**config.mk**
```make
export PLATFORM = sky130hd
export DESIGN_NAME = munoc_bni_response_arbiter
export DESIGN_NICKNAME = d
export VERILOG_FILES = /design/src/rtl/munoc_bni_response_arbiter.sv
export SDC_FILE = /design/constraint.sdc
export NUM_CORES = 1
export LEC_CHECK = 0
export BUFFER_PORTS_ARGS = -buffer_cell sky130_fd_sc_hd__clkbuf_2
export CORE_MARGIN = 3
export CORE_UTILIZATION = 46
export CTS_CLUSTER_SIZE = 10
export DETAILED_ROUTE_END_ITERATION = 10
export HOLD_SLACK_MARGIN = 0.08
export PLACE_DENSITY = 0.85
export SETUP_SLACK_MARGIN = 0.1
export SYNTH_ARGS = -nofsm -noshare
export SYNTH_HDL_FRONTEND = slang
export SYNTH_SLANG_ARGS = --single-unit
```
**constraint.sdc**
```tcl
create_clock -name clk -period 5.95 [get_ports clk]
set_clock_uncertainty 0.1 [all_clocks]
set_input_delay 0.595 -clock clk [delete_from_list [all_inputs] [get_ports clk]]
set_output_delay 0.595 -clock clk [all_outputs]
set_load 0.05 [all_outputs]
```
**src/rtl/munoc_bni_response_arbiter.sv**
```systemverilog
// rtl/munoc_bni_response_arbiter.sv - B/R response arbiter driving the backward NoC link
//
// Shares one backward link between write-response (B) flits and read-data
// (R) packets. Arbitration happens only at packet boundaries, so an R packet
// is never interleaved with a B flit. R is preferred, but after R_WEIGHT
// consecutive R packets granted while B waits, B wins the next boundary.
//
// Optional statistics: define MUNOC_BNI_RESPONSE_ARBITER_STATS_EN to build
// the counters. Without it, the stat outputs read 0 and stat_clear is ignored.
//
// Ports:
//   clk, rst             clock, synchronous active-high reset
//   b_valid/b_data       B flit from the write-response FIFO
//   b_ready              B flit accepted this cycle
//   r_valid/r_data/r_last R flit from the read-data FIFO, r_last marks the tail
//   r_ready              R flit accepted this cycle
//   out_valid/out_data/out_last  registered link flit; out_data MSB = source (1=R)
//   out_ready            link accepts the flit
//   stat_clear           clears the statistics counters
//   stat_b_count         B flits sent (saturating)
//   stat_r_pkt_count     R packets sent (saturating)
`timescale 1ns/1ps
module munoc_bni_response_arbiter #(
  parameter int BW_B_PAYLOAD = 16,
  parameter int BW_R_PAYLOAD = 64,
  parameter int R_WEIGHT     = 2,
  parameter int BW_WCNT      = 4,
  localparam int BW_PAY      = (BW_B_PAYLOAD > BW_R_PAYLOAD) ? BW_B_PAYLOAD : BW_R_PAYLOAD
) (
  input  logic                    clk,
  input  logic                    rst,
  input  logic                    b_valid,
  input  logic [BW_B_PAYLOAD-1:0] b_data,
  output logic                    b_ready,
  input  logic                    r_valid,
  input  logic [BW_R_PAYLOAD-1:0] r_data,
  input  logic                    r_last,
  output logic                    r_ready,
  output logic                    out_valid,
  output logic [BW_PAY:0]         out_data,
  output logic                    out_last,
  input  logic                    out_ready,
  input  logic                    stat_clear,
  output logic [15:0]             stat_b_count,
  output logic [15:0]             stat_r_pkt_count
);

  localparam logic [BW_WCNT-1:0] WCNT_MAX = BW_WCNT'(R_WEIGHT);

  typedef enum logic {
    IDLE = 1'b0,
    RPKT = 1'b1
  } state_t;

  state_t             state_q;
  state_t             state_d;
  logic [BW_WCNT-1:0] wcnt_q;
  logic               slot_free;
  logic               b_win;
  logic               b_hs;
  logic               r_hs;

  // The output stage can take a new flit when it is empty or being drained.
  assign slot_free = ~out_valid | out_ready;

  // B wins a boundary when R is absent or R has used up its weight.
  assign b_win = b_valid & (~r_valid | (wcnt_q == WCNT_MAX));

  assign b_hs = b_valid & b_ready;
  assign r_hs = r_valid & r_ready;

  // State register
  always_ff @(posedge clk) begin
    if (rst) begin
      state_q <= IDLE;
    end else begin
      state_q <= state_d;
    end
  end

  // Next-state logic: a multi-flit R packet locks the link until its tail.
  always_comb begin
    state_d = state_q;
    case (state_q)
      IDLE: if (r_hs && !r_last) state_d = RPKT;
      RPKT: if (r_hs && r_last)  state_d = IDLE;
      default: state_d = IDLE;
    endcase
  end

  // Output logic: at most one ready is ever asserted.
  always_comb begin
    b_ready = 1'b0;
    r_ready = 1'b0;
    if (!rst && slot_free) begin
      case (state_q)
        IDLE: begin
          b_ready = b_win;
          r_ready = r_valid & ~b_win;
        end
        RPKT: r_ready = r_valid;
        default: begin
          b_ready = 1'b0;
          r_ready = 1'b0;
        end
      endcase
    end
  end

  // Weight counter: counts R packets started while B was waiting.
  always_ff @(posedge clk) begin
    if (rst) begin
      wcnt_q <= '0;
    end else if (b_hs) begin
      wcnt_q <= '0;
    end else if (r_hs && (state_q == IDLE) && b_valid && (wcnt_q != WCNT_MAX)) begin
      wcnt_q <= wcnt_q + 1'b1;
    end
  end

  // Registered flit stage; payload is held while the link stalls.
  always_ff @(posedge clk) begin
    if (rst) begin
      out_valid <= 1'b0;
      out_data  <= '0;
      out_last  <= 1'b0;
    end else if (b_hs) begin
      out_valid <= 1'b1;
      out_data  <= {1'b0, BW_PAY'(b_data)};
      out_last  <= 1'b1;
    end else if (r_hs) begin
      out_valid <= 1'b1;
      out_data  <= {1'b1, BW_PAY'(r_data)};
      out_last  <= r_last;
    end else if (out_ready) begin
      out_valid <= 1'b0;
    end
  end

`ifdef MUNOC_BNI_RESPONSE_ARBITER_STATS_EN
  logic [15:0] stat_b_q;
  logic [15:0] stat_r_q;

  // Clear dominates a simultaneous increment.
  always_ff @(posedge clk) begin
    if (rst || stat_clear) begin
      stat_b_q <= '0;
      stat_r_q <= '0;
    end else begin
      if (b_hs && (stat_b_q != 16'hFFFF)) stat_b_q <= stat_b_q + 16'd1;
      if (r_hs && r_last && (stat_r_q != 16'hFFFF)) stat_r_q <= stat_r_q + 16'd1;
    end
  end

  assign stat_b_count     = stat_b_q;
  assign stat_r_pkt_count = stat_r_q;
`else
  logic unused_stat_clear;
  assign unused_stat_clear = stat_clear;
  assign stat_b_count      = '0;
  assign stat_r_pkt_count  = '0;
`endif

endmodule
```
# == After elaboration in Yosys (flattened, before gate mapping) ==
# Index checks and enable logic that the tools add are counted.
# word_totals
regBits,72
out_inout_bits,101
# classes
n_addsub,1
eq_ne,2
mux,14
n_bitwise,10
n_reduce_logical,11
# ops
op,count
$mux W16,2
$mux W1,10
$logic_and A1 B1 Y1,6
$add A4 B1 Y4 const B,1
$and A1 B1 Y1,4
$eq A4 B2 Y1 const B,1
$ne A4 B2 Y1 const B,1
$not A1 Y1,4
$pmux W1 S2,2
$reduce_bool A3 Y1,1
$logic_not A1 Y1,2
$or A1 B1 Y1,2
$reduce_bool A2 Y1,1
$reduce_or A2 Y1,1

# == Longest topological paths before layout ==
# logic_depth
depth_word,11
ltp_mapped,8
depth_no_buf,7

# == Worst setup path before layout ==
# OpenSTA, ideal clock, no wires.
# synth_path
kind,register to output
startpoint,register wcnt_q[0]
endpoint,output port b_ready
arrival_time_ns,1.700
t_required_ns,5.255
slack_ns,3.555
stages_incl_launch_ff,6
n_path_buf,0
cell_sequence,dfxtp_1 > inv_1 > ha_1 > or3b_4 > a2111o_1 > inv_1
# synth_via
elab_chain_len,5
# synth_rtl
element,line_no,rtl
start: declaration,57,logic [BW_WCNT-1:0] wcnt_q;
start signal: assignment,117,wcnt_q <= wcnt_q + 1'b1;
$eq A4 B2 Y1,67,assign b_win = b_valid & (~r_valid | (wcnt_q == WCNT_MAX));
$or A1 B1 Y1,67,
$and A1 B1 Y1,67,
$mux W1,96,case (state_q)
$mux W1,95,if (!rst && slot_free) begin
end: declaration,34,"output logic b_ready,"
# No other way between the ends.

# == Final worst setup path ==
# layout_path
startpoint,input port rst
endpoint,output port r_ready
# layout_via
elab_chain_len,3
# layout_rtl
element,line_no,rtl
start: declaration,31,"input logic rst,"
$logic_not A1 Y1,95,
$logic_and A1 B1 Y1,95,
$mux W1,95,
end: declaration,38,"output logic r_ready,"
# No other way between the ends.

==> results by group <==
STA
  – Final period utilization: 0.590
  – Fmax: about 280 MHz
  – Max_slew headroom: 0.342
  – Setup TNS: 0 ns
  – Worst setup margin: ~2.4 ns
  – Fin. max-slew vios: 0
  – Min Tclk post-route: about 3.5 ns
  – WHS: 0.355 ns
  – # setup viols final: 0
  – RSZ-0062 raised after global routing: no
  – Worst-margin pin slew: slightly below 1 ns
  – Fin. Hold Viols: 0

Min path
  – Hold path start: out_data[35]
  – Hold Crit Depth: 2
  – Hold Path End: out_data[35]
  – Worst hold path type: register to register

Placed design
  – DPL Wire Length: 5.19 mm
  – Dpl cells: 570
  – Routability cong.: about 0.75
  – Placed cell area: roughly 0.0037 sq mm
  – # port buffers: roughly 150
  – Setup WS pre-CTS: 2.43 ns

Finish
  – Number of inserted diodes: 0
  – Final instance area: around 0.0039 sq mm
  – Nets: a little under 600
  – Final std cells w/o fill: slightly below 600
  – Core Util, Final: 0.608
  – Ratio of cells with drive above 1 in the final layout: 0.376
  – Commonest non-fill, non-tap cell in the layout: clkbuf_2
  – Most frequent cells in the layout: clkbuf_2, nand2_1, dfxtp_1, a21oi_1, conb_1
  – Area grow syn2layout: 26.4%

Logic synthesis
  – Post-synth cell types: 32
  – Dominant cells by area after synthesis: dfxtp_1, nand2_1, a21oi_1
  – Post-synth design cell area: roughly 0.0031 sq mm
  – Async SR Flop Fraction: 0
  – Post-synth EDFFs: 0
  – Compound-cell area share of the yosys netlist: 0.174
  – Synth top area share: 0.464
  – Yosys warnings: 0
  – Sequential fraction of the synthesis area: 0.464
  – Mean Syn Cell Area: approximately 8.6 sq um
  – XOR/XNOR Fraction of Synth Area: 0
  – Adder-cell area share of the yosys netlist: 0.00805
  – Synth Flop Type: dfxtp_1
  – Synthesized instance count: about 360
  – Main combinational cell family by area after synthesis: compound AO/OA/AOI/OAI gates
  – Flop and latch count out of synthesis: a little over 70
  – Simple-Gate Fraction of Synth Area: 0.173
  – Yosys top cell by area: dfxtp_1
  – Mux contribution to synthesized area: 0.0483

Worst setup path
  – Critical Path Source: rst
  – Worst-path fanout max: 52
  – Crit path arrival time: approximately 2.8 ns
  – R2R depth: 7
  – Startpoint types: primary input
  – Kind of critical path: primary input to output port
  – Required time of the critical path: ~5.3 ns
  – RR Endpoint: out_data[15]
  – RR Startpoint: wcnt_q[0]
  – Reg2Reg Setup Slack: about 3.2 ns
  – Worst setup EP type: output port

CTS
  – Clk sinks: 72
  – TritonCTS clock tree: built
  – Number of CTS-inserted buffers: 9
  – H-tree depth: 3
  – Cts repair resizes: 0
  – Post-cts hold buffer count: 0
  – Postcts setup bufs: 0
  – Clk Latency, worst-skew pair: between 0.3 and 0.4 ns
  – Clk slew on worst S/H paths: 0.07 ns
  – Clock Root Buffer: clkbuf_8
  – CTS Buffer Depth: 2

Route
  – Final wirelength: just over 7 mm
  – DR vias: around 2800
  – First drt pass iteration count: 4
  – Vias per std cell: around 4.7
  – ANT nets after route: 0
  – Drt drc: 0
  – WL per Instance: around 12 um
  – Initial DRC count: around 120

Global routing
  – Initial antenna violation count: 0
  – Total track usage: 0.184
  – First-pass GRT wire length: between 10 and 15 mm
  – Number of global-route vias before repair: between 2000 and 3000
  – Pin count of the biggest net entering global routing: between 50 and 60
  – Overflow after GRT: 0

Die
  – FP Rows: 29
  – Core footprint: about 0.0065 sq mm
  – Total die area: about 0.008 sq mm
  – Die height: around 88 um
  – I/O pin total: about 190
  – Initial core utilization: 0.481
  – Die width: ~88 um

Outcome
  – Status: complete, no violations

Pwr
  – Worst ir drop on vdd: ~0.18 mV
  – Pwr dens: between 200 and 300 mW/mm^2
  – PnR Total Power: around 1.2 mW
  – Lkg Pwr: between 1.5 and 2 nW

Job
  – Max-Cap Viols: 0
==> synthesized netlist by cell type, types with 6 or more instances <==
cell type	number
buf_4	33
buf_2	7
clkbuf_1	6
nand2_1	98
a211oi_2	15
buf_6	7
a21oi_1	54
dfxtp_1	72
nor2_1	18
mux2i_1	15
==> layout make-up <==
type	instances	area (sq um)
inverters	5	18.8
fillers	580	2530
repair buffers	156	786
clock buffers	12	165
clock inverters	3	40.0
flip-flops and latches	72	1440
multi-input cells	260	1380
well taps	77	96.3
==> power breakdown <==
part | switching, mW | internal (mW) | leakage (nW)
Clock | 0.172 | 0.225 | 0.108
Combinational | 0.188 | 0.0601 | 1.13
Sequential | 0.0113 | 0.505 | 0.587
Total | 0.371 | 0.789 | 1.83
==> worst max-delay path by stage <==
stage,to,slack [ns],cells past startpoint
floorplan,b_ready,3.56,5
global placement,r_ready,2.51,6
detailed placement,r_ready,2.43,6
CTS,r_ready,2.42,6
global route,r_ready,2.21,6
finish,r_ready,2.44,6
==> logic make-up after synthesis <==
family / after synthesis
compound gates: 80
fa+ha+maj: 2
buf+inv: 60
flops: 72
mux: 15
other cells: 1
simple gates: 131
==> flip-flops by register name, summed over array words and instances (netlist names), named ones only <==
name and flops:
out_last 1, wcnt_q 4, out_data 65, out_valid 1
==> worst max-delay path: stages <==
cell      delay, ns
clkbuf_2       0.36
nor2b_1        0.34
o211ai_4       0.11
buf_4          0.30
inv_2          0.64
clkbuf_2       0.41
==> layer usage <==
metal,wire [um],GRT usage,share of wire,vias to the layer above
li1,-,-,-,1418
met1,2810,0.192,0.39,1247
met2,3760,0.345,0.52,103
met3,506,0.0456,0.070,10
met4,122,0.0865,0.017,0
met5,0,0,0,-
Power figures use the tool's default switching activity.
